[config.mk]
export PLATFORM = sky130hd
export DESIGN_NAME = spi_slave
export DESIGN_NICKNAME = d
export VERILOG_FILES = /design/src/rtl/spi_pkg.sv /design/src/rtl/spi_tx_serializer.sv /design/src/rtl/spi_slave.sv
export SDC_FILE = /design/constraint.sdc
export NUM_CORES = 1
export LEC_CHECK = 0
export CAP_MARGIN = 0
export CORE_ASPECT_RATIO = 0.75
export CORE_UTILIZATION = 61
export CTS_BUF_LIST = sky130_fd_sc_hd__clkbuf_8
export DETAILED_ROUTE_END_ITERATION = 10
export PLACE_DENSITY = 0.88
export SETUP_SLACK_MARGIN = 0.02
export SYNTH_ARGS = -nofsm -noshare
export SYNTH_HDL_FRONTEND = slang
export SYNTH_HIERARCHICAL = 1
export SYNTH_SLANG_ARGS = --single-unit
[constraint.sdc]
create_clock -name clk -period 4.5 [get_ports clk]
set_input_delay 1.125 -clock clk [delete_from_list [all_inputs] [get_ports clk]]
set_output_delay 1.125 -clock clk [all_outputs]
set_load 0.01 [all_outputs]
[src/rtl/spi_pkg.sv]
// Shared types and constants for the SPI slave: FSM states, word widths
// and the two-bit command codes carried in rx_data[9:8].
package spi_pkg;

  localparam int RX_W = 10;
  localparam int TX_W = 8;

  localparam logic [1:0] WR_ADDR = 2'b00;
  localparam logic [1:0] WR_DATA = 2'b01;
  localparam logic [1:0] RD_ADDR = 2'b10;
  localparam logic [1:0] RD_DATA = 2'b11;

  typedef enum logic [2:0] {
    IDLE,
    CHK_CMD,
    WRITE,
    READ_ADD,
    READ_DATA
  } state_t;

endpackage

[src/rtl/spi_tx_serializer.sv]
// Parallel-to-serial shifter for read data: loads a byte and presents it on
// miso MSB first, one bit per cycle, then returns miso to 0 and flags done.
import spi_pkg::*;

module spi_tx_serializer (
  input  logic            clk,
  input  logic            rst,
  input  logic            clear,
  input  logic            load,
  input  logic [TX_W-1:0] data,
  output logic            miso,
  output logic            busy,
  output logic            done,
  output logic            last_bit
);

  logic [TX_W-1:0] sreg;
  logic [3:0]      cnt;

  // High during the cycle the final data bit is on miso.
  assign last_bit = busy && (cnt == 4'(TX_W));

  always_ff @(posedge clk) begin
    if (rst || clear) begin
      sreg <= '0;
      cnt  <= '0;
      busy <= 1'b0;
      done <= 1'b0;
      miso <= 1'b0;
    end else if (load) begin
      miso <= data[TX_W-1];
      sreg <= {data[TX_W-2:0], 1'b0};
      cnt  <= 4'd1;
      busy <= 1'b1;
      done <= 1'b0;
    end else if (busy) begin
      if (cnt == 4'(TX_W)) begin
        miso <= 1'b0;
        busy <= 1'b0;
        done <= 1'b1;
      end else begin
        miso <= sreg[TX_W-1];
        sreg <= {sreg[TX_W-2:0], 1'b0};
        cnt  <= cnt + 4'd1;
      end
    end
  end

endmodule

[src/rtl/spi_slave.sv]
// SPI slave front end for a small RAM: deserialises 10-bit command words
// from MOSI and serialises the returned read byte on MISO.
import spi_pkg::*;

module spi_slave (
  input  logic            clk,
  input  logic            rst,
  input  logic            SS_n,
  input  logic            MOSI,
  output logic            MISO,
  output logic [RX_W-1:0] rx_data,
  output logic            rx_valid,
  input  logic [TX_W-1:0] tx_data,
  input  logic            tx_valid,
  output state_t          state,
  output logic            rd_addr_seen
);

  state_t          next;
  logic [3:0]      cnt;
  logic [RX_W-2:0] shift;
  logic            in_data;
  logic            word_end;
  logic            sample_bit;
  logic            tx_load;
  logic            tx_busy;
  logic            tx_done;
  logic            tx_last;

  // cnt 0..8 counts data bits still being received; 9 means the word is in.
  assign in_data    = (state == WRITE) || (state == READ_ADD) || (state == READ_DATA);
  assign word_end   = in_data && (cnt == 4'd8);
  assign sample_bit = in_data && !SS_n && (cnt < 4'd8);

  // tx_valid handshake: no ready signal; tx_valid is only looked at while a
  // READ_DATA word is complete and nothing has been loaded yet this frame.
  // The first cycle it is high there latches tx_data; all others are ignored.
  assign tx_load = (state == READ_DATA) && !SS_n && (cnt == 4'd9)
                   && !tx_busy && !tx_done && tx_valid;

  always_ff @(posedge clk) begin
    if (rst) state <= IDLE;
    else     state <= next;
  end

  always_comb begin
    next = state;
    case (state)
      IDLE:    if (!SS_n) next = CHK_CMD;
      CHK_CMD: begin
        if (SS_n)              next = IDLE;
        else if (!MOSI)        next = WRITE;
        else if (rd_addr_seen) next = READ_DATA;
        else                   next = READ_ADD;
      end
      WRITE, READ_ADD, READ_DATA: if (SS_n) next = IDLE;
      default: next = IDLE;
    endcase
  end

  always_ff @(posedge clk) begin
    if (rst) begin
      cnt          <= '0;
      shift        <= '0;
      rx_data      <= '0;
      rx_valid     <= 1'b0;
      rd_addr_seen <= 1'b0;
    end else begin
      rx_valid <= 1'b0;
      if (state == CHK_CMD)  shift <= {{(RX_W-2){1'b0}}, MOSI};
      else if (sample_bit)   shift <= {shift[RX_W-3:0], MOSI};
      // A word whose last bit arrives as SS_n rises still counts as complete.
      if (word_end) begin
        rx_data  <= {shift, MOSI};
        rx_valid <= 1'b1;
      end
      if (SS_n || state == CHK_CMD) cnt <= '0;
      else if (word_end)            cnt <= 4'd9;
      else if (sample_bit)          cnt <= cnt + 4'd1;
      if (word_end && state == READ_ADD) rd_addr_seen <= 1'b1;
      else if (tx_last)                  rd_addr_seen <= 1'b0;
    end
  end

  spi_tx_serializer u_tx (
    .clk      (clk),
    .rst      (rst),
    .clear    (SS_n),
    .load     (tx_load),
    .data     (tx_data),
    .miso     (MISO),
    .busy     (tx_busy),
    .done     (tx_done),
    .last_bit (tx_last)
  );

endmodule

## Word level (Yosys, flattened, before mapping)

Index checks and enable logic that the tools add are counted.

| storage, ports and cells | value |
|---|---|
| register bits | 42 |
| bits of input ports | 13 |
| output and inout bits | 16 |
| word-level logic and storage cells | 84 |

| operators by class | value |
|---|---|
| $add $sub $neg | 2 |
| $lt $le $gt $ge | 1 |
| eq/ne operators | 10 |
| muxes and demuxes | 25 |
| bitwise logic cells | 1 |
| reductions and logical operators | 31 |

Operators with widths:

| operator | number |
|---|---|
| $mux 8 | 3 |
| $mux 3 | 5 |
| $mux 1 | 14 |
| $eq 4x4->1 const B | 3 |
| $logic_and 1x1->1 | 10 |
| $pmux 3 s3 | 1 |
| $add 4x1->4 const B | 2 |
| $mux 4 | 2 |
| $reduce_and 2->1 | 4 |
| $reduce_bool 2->1 | 4 |
| $eq 3x2->1 const B | 2 |
| $ne 2x2->1 const B | 3 |
| $reduce_or 2->1 | 3 |
| $reduce_or 3->1 | 2 |
| $logic_or 1x1->1 | 4 |
| $lt 4x4->1 const B | 1 |
| $eq 3x1->1 const B | 1 |
| $eq 3x3->1 const B | 1 |
| $logic_not 1->1 | 3 |
| $logic_not 3->1 | 1 |
| $not 1->1 | 1 |

## Logic depth before layout (Yosys ltp)

Gate-level depths: netlist of run 1.

| logic depth | value |
|---|---|
| word-level depth | 8 |
| gate-level depth with buffers | 8 |
| depth with buffers taken out | 7 |

## Hierarchy

The synthesis of run 1 kept the hierarchy.

Modules (own cells, without submodules):

| module | instances | cells an instance | area each (um^2) | seq. area each (um^2) |
|---|---|---|---|---|
| spi_slave | 1 | 139 | 1362.6 | 560.5 |
| spi_tx_serializer | 1 | 78 | 730.7 | 280.3 |

## Worst setup path after synthesis of run 1

OpenSTA, ideal clock, no wires.

| path | value |
|---|---|
| path kind | input -> register |
| start point | input port SS_n |
| end point | register, netlist name cnt[2] |
| library setup time | 0.088 ns |
| data arrival time | 2.184 ns |
| required time | 4.412 ns |
| setup slack | 2.228 ns |
| cell stages on the path | 4 |
| path buffers | 1 |
| path through | or2_2 -> clkbuf_1 -> a2111o_1 -> a311oi_2 |

RTL lines:

| item | line | RTL |
|---|---|---|
| start: declaration | spi_slave.sv:8 | `input logic SS_n,` |

## Worst setup path after layout of run 1

| path | value |
|---|---|
| start point | input port rst |
| end point | register u_tx.sreg[3] |

| between the ends | value |
|---|---|
| cells in the longest elaborated chain, start to end | 1 |

RTL lines:

| item | line | RTL |
|---|---|---|
| start: declaration | spi_slave.sv:7 | `input logic rst,` |
| $logic_or 1x1->1 | spi_tx_serializer.sv:24 | `if (rst \|\| clear) begin` |
| end signal: assignment | spi_tx_serializer.sv:32 | `sreg <= {data[TX_W-2:0], 1'b0};` |
| end signal: assignment | spi_tx_serializer.sv:43 | `sreg <= {sreg[TX_W-2:0], 1'b0};` |
| end: declaration | spi_tx_serializer.sv:17 | `logic [TX_W-1:0] sreg;` |

No other way between the ends.
A chain may end at the register's enable or synchronous reset.

==> summary.md, run 1 <==
| Metric | Value |
|---|---|
| Syn Std Cell Area | around 2100 µm² |
| Post-CTS sizing | 0 |
| Synth async-reset ratio | 0% |
| Vias per std cell | around 5.6 |
| Outcome | finished clean |
| Syn Inst Count | between 200 and 250 |
| Least-Margin Pin Slew | ~930 ps |
| Worst skew pair latency | ~300 ps |
| Vias | 1560 |
| Tcrit/Tclk final | 58.94% |
| Overall Global Routing Usage | between 20% and 30% |
| Pleak | 0.7813 nW |
| Design Power | around 660 µW |
| GR Overflow Total | 0 |
| Post-CTS Setup Bufs | 0 |
| Layout cells sized above 1 | between 10% and 20% |
| Max IR drop VDD | ~0.00023 V |
| CORE AREA | around 3300 µm² |
| Die area | 3672 µm² |
| Cell with the most instances after synthesis | dfxtp_1 |
| Library cells used by synthesis | 45 |
| CP arrival | about 2900 ps |
| RD Place Congestion | approximately 0.84 |
| Final core occ | between 70% and 80% |
| Layout Nets | 258 |
| Ys Warns | 6 |
| Number of synthesized flops with an enable pin | 0 |
| # DRC | 0 |
| Post-DR wirelength/cell | 13.89 µm |
| Final hold violation count | 0 |
| DP Wirelength | ~2.6 mm |
| Critical path capture point type | flip-flop |
| Startpoint Class | input port |
| Top post-synthesis cells by area | dfxtp_1 40%, mux2i_1 9.1%, nand2b_1 6.6%, a221oi_2 5.0%, nand3b_1 3.2% |
| Iter 0 DRT Violations | 119 |
| CP Max Fanout | 37 |
| Setup violators final | 0 |
| CTS max path bufs | 2 |
| Placed Area | about 2400 µm² |
| H-tree levels | 2 |
| Fill count | 246 |
| Ys flop type | dfxtp_1 |
| Initial antenna violation count | 0 |
| Post-route minimum period | 2652 ps |
| ANT nets after route | 0 |
| Clk sinks | 42 |
| Sequential Area | about 840 µm² |
| Area share of the largest cell type after synthesis | between 40% and 50% |
| Clk root buf | clkbuf_8 |
| Seq cells post-synth | between 40 and 50 |
| Sequential-to-total area share from yosys stat | about two fifths |
| Global-route wire length before repair | between 6 and 7 mm |
| Fin Setup TNS | 0 ps |
| Maximum clock frequency | roughly 0.38 GHz |
| Yosys top cell by area | dfxtp_1 |
| Initial DRT Pass Iterations | 4 |
| Slew headroom | a little under two fifths |
| Worst min-delay path class | flip-flop to flip-flop |
| Layout area overhead | 16.26% |
| Critical path class | input port to flip-flop |
| Final instance area | between 2000 and 2500 µm² |
| Die X | ~70 µm |
| Clock-pin transition on the worst setup and hold timing paths | ~70 ps |
| PortBufs | 28 |
| Clock skew | a little over 7 ps |
| Inserted Clock Buffers | 5 |
| Required time of the critical path | between 4000 and 5000 ps |
| Max-cap violations | 0 |
| Area occupied by multi-input gates | 1112 µm² |
| Final setup margin | ~1800 ps |
| I/O pin cnt | 29 |
| CTS tree | built |
| Antenna diode count | 0 |
| Post-synth top cells | 42 x dfxtp_1, 22 x nand2b_1, 19 x mux2i_1 |
| Pre-CTS setup slack | ~1500 ps |
| Die height | 52.73 µm |
| Number of buffers inserted by hold repair at cts | 0 |
| Initial core utilization | 63.66% |
| Syn avg cell area | 9.646 µm² |
| Detailed Route WL | 3.874 mm |
| PD cells | 269.6 nW/µm² |
| Synth Net Count | ~240 |
| Largest net degree at the start of global routing | 38 |
| # rows | 18 |
| Slew Limit Fails | 0 |
| RSZ-0062 raised after global routing | no |
| Vias in the first global route | between 1000 and 1500 |
## cells by family after synthesis
logic type | share of synthesized area, %
compound gates | 17.27
xor+xnor | 0.8370
fa+ha+maj | 2.989
buf+inv | 6.695
flops | 40.17
mux | 9.085
simple gates | 22.95
## placed cells by master (no fill, tap or decap), types with 6 or more instances in the layout
cell type        count
nor2_1              10
mux2i_1             19
dfxtp_1             42
inv_1               16
a21oi_1              7
a221oi_2             7
clkbuf_8             6
a31oi_1              8
clkdlybuf4s50_1     28
nand3b_1             9
nand2b_1            22
o21ai_1              6
## worst max-delay path, cell delays in order
cell and delay (ps):
clkdlybuf4s50_1 900, or2_2 650, a221oi_2 200
## metal layers
| layer | up-vias | track usage [%] | part of all wire (%) |
|---|---|---|---|
| met3 | 6 | 8.269 | 4.6 |
| met1 | 702 | 29.33 | 52 |
| met2 | 34 | 32.85 | 42 |
| met4 | 0 | 8.667 | 1.3 |
| li1 | 818 | - | - |
| met5 | - | 0 | 0 |
## area by class of cell
type / count / share of cell area, %
inverters: 16 / 2.468
repair buffers: 29 / 11.83
well taps: 40 / 2.057
clock buffers: 6 / 3.393
flip-flops and latches: 42 / 34.55
multi-input cells: 146 / 45.71
## state kept, by name (all words and copies together), names as in the netlist
signal and cells:
cnt 4, rd_addr_seen 1, rx_data 10, rx_valid 1, shift 9, state 3, u_tx/busy 1, u_tx/cnt 4
u_tx/done 1, u_tx/miso 1, u_tx/sreg 7
## power by group
group          internal, mW  switching, mW
combinational        0.0211         0.0195
clock                 0.118          0.122
sequential            0.373        0.00236
## worst paths after layout
path / cells past startpoint / end / slack, ps / from
min reg2reg: 2 / rx_data[3]$_SDFFE_PP0P_ / 470 / rx_data[3]$_SDFFE_PP0P_
min: 2 / rx_data[3]$_SDFFE_PP0P_ / 470 / rx_data[3]$_SDFFE_PP0P_
max: 3 / u_tx/sreg[3]$_SDFFE_PP0P_ / 1850 / rst
max reg2reg: 3 / rx_data[0]$_SDFFE_PP0P_ / 2360 / state[2]$_SDFFE_PP0P_
## metrics by stage
step | hold slack (ps) | std cells
2_1_floorplan | 441.3 | 217
3_3_place_gp | 462.2 | 273
3_5_place_dp | 465.9 | 273
4_1_cts | 475.9 | 279
5_1_grt | 492.3 | 279
6_report | 472.8 | 279
Power figures use the tool's default switching activity.
==> inputs of run 2 (changes only) <==
- CORE_UTILIZATION: 61 -> 56
- PLACE_DENSITY: 0.88 -> 0.81
- clock period: 4.5 -> 2.6 ns (I/O delays scaled with it)
==> run 2 against run 1 <==
Register-to-register slack got worse by 1700 ps. Non-clock buffer count increased by 3. Global-route usage increased by 0.13 points. Total power increased by 72%. Clock-buffer cell count unchanged. Flip-flop and latch count unchanged. Critical path depth increased by 4. Hold slack improved by 0.67 ps. Utilization decreased by 1.5 points. Sequential power increased by 73%. Largest cell class unchanged. Largest power group unchanged.
==> summary.md, run 2 (synthesized netlist as in run 1, its figures left out) <==
| Metric | Value |
|---|---|
| Hold_ws | ~470 ps |
| GR Overflow Total | 0 |
| RSZ-0062 raised after global routing | no |
| Post-route minimum period | just over 2000 ps |
| Fin Setup TNS | 0 ps |
| Initial antenna violation count | 0 |
| Critical path class | input port to flip-flop |
| Final core occ | 72.48% |
| PD cells | about 450 nW/µm² |
| Least-Margin Pin Slew | approximately 530 ps |
| Critical Path, Cell by Cell | clkdlybuf4s50_1 > nor4bb_1 > nand3_1 > nor2_1 > buf_12 > a31oi_1 > a221oi_2 |
| Clk root buf | clkbuf_8 |
| Initial core utilization | 61.15% |
| Post-DR wirelength/cell | 14.32 µm |
| Max IR drop VDD | 0.0003518 V |
| Largest net degree at the start of global routing | 34 |
| Final setup margin | about 520 ps |
| PortBufs | 28 |
| Die height | approximately 55 µm |
| # rows | 18 |
| Inserted Clock Buffers | 5 |
| Die area | 3989 µm² |
| ANT nets after route | 0 |
| Hold Path Cell Cnt | 2 |
| CP arrival | 2280 ps |
| Startpoint Class | input port |
| Antenna diode count | 0 |
| Sw Share | a little over a fifth |
| Vias per std cell | 5.565 |
| Crit-path slowest cell | clkdlybuf4s50_1 |
| Sequential Area | between 800 and 900 µm² |
| Outcome | finished clean |
| Clock skew | 6.403 ps |
| Layout cells sized above 1 | a little under an eighth |
| # DRC | 0 |
| Global-route wire length before repair | 6.693 mm |
| Largest register FFs | 10 |
| Iter 0 DRT Violations | 75 |
| Vias in the first global route | 1501 |
| Clock-pin transition on the worst setup and hold timing paths | 70 ps |
| Worst min-delay path class | flip-flop to flip-flop |
| Tcrit/Tclk final | between 70% and 80% |
| Clk sinks | 42 |
| Overall Global Routing Usage | approximately 22% |
| Maximum clock frequency | 0.4813 GHz |
| Slew Limit Fails | 0 |
| Slew headroom | between 60% and 70% |
| Initial DRT Pass Iterations | 4 |
| Most common cell after layout, fill and taps aside | dfxtp_1 |
| Final instance area | 2481 µm² |
| Internal power | slightly below 900 µW |
| Layout area overhead | 18.53% |
| CORE AREA | around 3400 µm² |
| Final hold violation count | 0 |
| Placed Area | 2399 µm² |
| Pleak | approximately 0.80 nW |
| CTS max path bufs | 2 |
| Required time of the critical path | roughly 2800 ps |
| Post-CTS Setup Bufs | 0 |
| Critical path capture point type | flip-flop |
| Detailed Route WL | 4.182 mm |
| Number of buffers inserted by hold repair at cts | 0 |
| CTS tree | built |
| Layout Nets | between 200 and 300 |
| Max-cap violations | 0 |
| Biggest register | rx_data |
| DP Wirelength | about 3.0 mm |
| H-tree levels | 2 |
| Die X | 72.60 µm |
| Post-CTS sizing | 0 |
| RD Place Congestion | roughly 0.8 |
| Reg2Reg Depth | 5 |
| Sequential group share of total power | about 58% |
| CP peak stage delay | approximately 450 ps |
| Setup violators final | 0 |
| Worst skew pair latency | 290 ps |
| Vias | between 1500 and 2000 |
| Top Registers | rx_data (10), shift (9), u_tx/sreg (7) |
| I/O pin cnt | 29 |
| Area occupied by multi-input gates | around 1100 µm² |
| Psw | approximately 240 µW |
| Fill count | 259 |
| Comb power frac | around 6.4% |
| CP Max Fanout | 18 |
| Pre-CTS setup slack | 224.6 ps |
| Clock power share | a little over a third |
| Highest-count cells in the layout ignoring fill and taps | 42 x dfxtp_1, 28 x clkdlybuf4s50_1, 22 x nand2b_1, 19 x mux2i_1, 16 x inv_1 |
run 2: critical path: cells and delay by family:
family	cells	cell delay, ps
AOI/OAI and AO/OA	2	350
and+or+nand+nor	3	620
buffers and inverters	2	650
run 2: final cells by class:
class | count | area share (%)
Clock buffer | 6 | 3.328
Inverter | 16 | 2.421
Multi-Input combinational cell | 146 | 44.83
Sequential cell | 42 | 33.89
Tap cell | 50 | 2.521
Timing Repair Buffer | 32 | 13.01
run 2: power groups by stage:
stage	registers (mW)	logic [mW]	clock network (mW)
after floorplan	0.663	0.0407	0
after global placement	0.664	0.0702	0
after detailed placement	0.665	0.0718	0
after CTS	0.650	0.0724	0.409
after global routing	0.650	0.0779	0.446
final	0.650	0.0723	0.404
run 2: per-stage QoR:
step,power (mW),std cells
floorplan,0.7041,217
global placement,0.7345,286
detailed placement,0.7364,286
CTS,1.131,292
global route,1.174,292
finish,1.127,292
run 2: worst paths after layout:
kind                            from                        end  slack, ps
max                         tx_valid  u_tx/sreg[6]$_SDFFE_PP0P_        520
max reg2reg    state[2]$_SDFFE_PP0P_  u_tx/sreg[6]$_SDFFE_PP0P_        640
min          rx_data[4]$_SDFFE_PP0P_    rx_data[4]$_SDFFE_PP0P_        470
min reg2reg  rx_data[4]$_SDFFE_PP0P_    rx_data[4]$_SDFFE_PP0P_        470
run 2: layer usage:
layer	vias up	GRT usage [%]	wire length [µm]
li1	822	-	-
met1	759	30.65	2070
met2	37	34.11	1889
met3	7	5.072	180
met4	0	9.477	42
met5	-	0	0
==> inputs of run 3 (changes only) <==
- clock period: 2.6 -> 2.2 ns (I/O delays scaled with it)
==> run 3 against run 2 <==
Design area increased by 1.2%. Hold slack got worse by 0.96 ps. Cell count increased by 2.4%. Largest cell class unchanged. Highest routed layer unchanged. Critical endpoint is now state[1].
==> summary.md, run 3 (synthesized netlist as in run 1, its figures left out) <==
| Metric | Value |
|---|---|
| Outcome | finished clean |
| Initial core utilization | around three fifths |
| Critical path capture point type | primary output |
| Detailed Route WL | between 4 and 5 mm |
| CORE AREA | 3423 µm² |
| Number of buffers inserted by hold repair at cts | 0 |
| Tcrit/Tclk final | between 90% and 100% |
| Maximum clock frequency | ~0.5 GHz |
| Hold_ws | 472.5 ps |
| Die X | approximately 73 µm |
| Overall Global Routing Usage | a little under a quarter |
| RD Place Congestion | between 0.7 and 0.8 |
| Final setup margin | between 200 and 250 ps |
| CTS tree | built |
| CP peak stage delay | 610 ps |
| Pleak | just over 0.8 nW |
| Die height | between 50 and 60 µm |
| Metal-1 WL | roughly 2.2 mm |
| Vias in the first global route | 1468 |
| Iter 0 DRT Violations | 100 |
| GR Overflow Total | 0 |
| Max-cap violations | 0 |
| Initial antenna violation count | 0 |
| Most common cell after layout, fill and taps aside | dfxtp_1 |
| Layout cells sized above 1 | 14.06% |
| Clock skew | 7.507 ps |
| Max IR drop VDD | about 0.00039 V |
| I/O pin cnt | 29 |
| Global-route wire length before repair | between 6 and 7 mm |
| DP Wirelength | 3.068 mm |
| # DRC | 0 |
| Slew headroom | 72.70% |
| Crit-path slowest cell | clkdlybuf4s50_1 |
| Initial DRT Pass Iterations | 4 |
| CTS max path bufs | 2 |
| Worst skew pair latency | about 300 ps |
| Worst min-delay path class | flip-flop to flip-flop |
| Antenna diode count | 0 |
| Biggest register | rx_data |
| Critical Path, Cell by Cell | clkdlybuf4s50_1 |
| Required time of the critical path | 1650 ps |
| Highest-count cells in the layout ignoring fill and taps | 42 x dfxtp_1, 28 x clkdlybuf4s50_1, 22 x nand2b_1, 19 x mux2i_1, 16 x inv_1 |
| CP Max Fanout | 11 |
| Top Registers | rx_data (10), shift (9), u_tx/sreg (7) |
| Pre-CTS setup slack | -22.52 ps |
| Inserted Clock Buffers | 5 |
| Least-Margin Pin Slew | between 400 and 500 ps |
| Largest net degree at the start of global routing | 34 |
| Die area | about 4000 µm² |
| Layout Nets | 267 |
| Clk sinks | 42 |
| Post-CTS sizing | 0 |
| WP buf/inv | 1 |
| PortBufs | 28 |
| Critical path class | flip-flop to primary output |
| Vias per std cell | about 5.5 |
| Layout area overhead | 19.90% |
| Post-CTS Setup Bufs | 0 |
| Startpoint Class | flip-flop |
| Metal2 WL | ~1.7 mm |
| Vias | between 1500 and 2000 |
| PD cells | around 530 nW/µm² |
| CP arrival | 1440 ps |
| Final hold violation count | 0 |
| Post-route minimum period | slightly below 2000 ps |
| Post-DR wirelength/cell | approximately 14 µm |
| Final Instance Count excl. Fillers | about 300 |
| Slew Limit Fails | 0 |
| ANT nets after route | 0 |
| Clock-pin transition on the worst setup and hold timing paths | ~80 ps |
| H-tree levels | 2 |
| Clk root buf | clkbuf_8 |
| Top Metal Used | met4 |
| Met3 WL | ~210 µm |
| Largest register FFs | 10 |
| # rows | 18 |
| RSZ-0062 raised after global routing | no |
| DP Cell Count | a little under 300 |
| Setup violators final | 0 |
| Delay-heaviest family, CP | buffers and inverters |
==> run 3: cell count changes in the layout (fill, tap and decap cells not counted), sizes merged <==
cell / previous run / this run
clkinv: 0 / 2
clkbuf: 6 / 5
buf: 4 / 10
==> run 3: stage by stage <==
stage	utilization [%]	power (mW)	TNS [ps]	cell area [µm²]
after floorplan	-	0.8321	0	2093
after global placement	71.02	0.8708	0	2431
after detailed placement	71.02	0.8734	-105.8	2431
after CTS	73.32	1.341	0	2510
after global routing	73.32	1.373	0	2510
final	73.32	1.323	0	2510
==> run 3: area by class of cell <==
class                   count  area, µm²
multi-input cells         146       1112
fillers                   257      913.4
flip-flops and latches     42      840.8
repair buffers             38      355.3
clock buffers               5      68.82
well taps                  50      62.56
inverters                  16      60.06
clock inverters             2      10.01
==> run 3: worst paths after layout <==
kind / startpoint / end / slack [ps] / cells past startpoint
worst max-delay path: state[1]$_SDFFE_PP0P_ / state[1] / 210 / 1
worst min register to register: rx_data[3]$_SDFFE_PP0P_ / rx_data[3]$_SDFFE_PP0P_ / 470 / 2
worst max register to register: state[1]$_SDFFE_PP0P_ / u_tx/cnt[2]$_SDFFE_PP0P_ / 330 / 5
worst min-delay path: rx_data[3]$_SDFFE_PP0P_ / rx_data[3]$_SDFFE_PP0P_ / 470 / 2
==> run 3: routing by layer <==
layer	up-vias	GRT usage, %
met5	-	0
met4	0	11.76
met3	10	4.891
met2	49	33.02
met1	750	33.03
li1	834	-
==> run 3: power by group <==
part	total [mW]	internal, mW	leakage [nW]	switching, mW
Sequential	0.768	0.763	0.339	0.00512
Clock	0.466	0.213	0.0438	0.253
Combinational	0.0886	0.0472	0.446	0.0413
Total	1.32	1.02	0.828	0.300
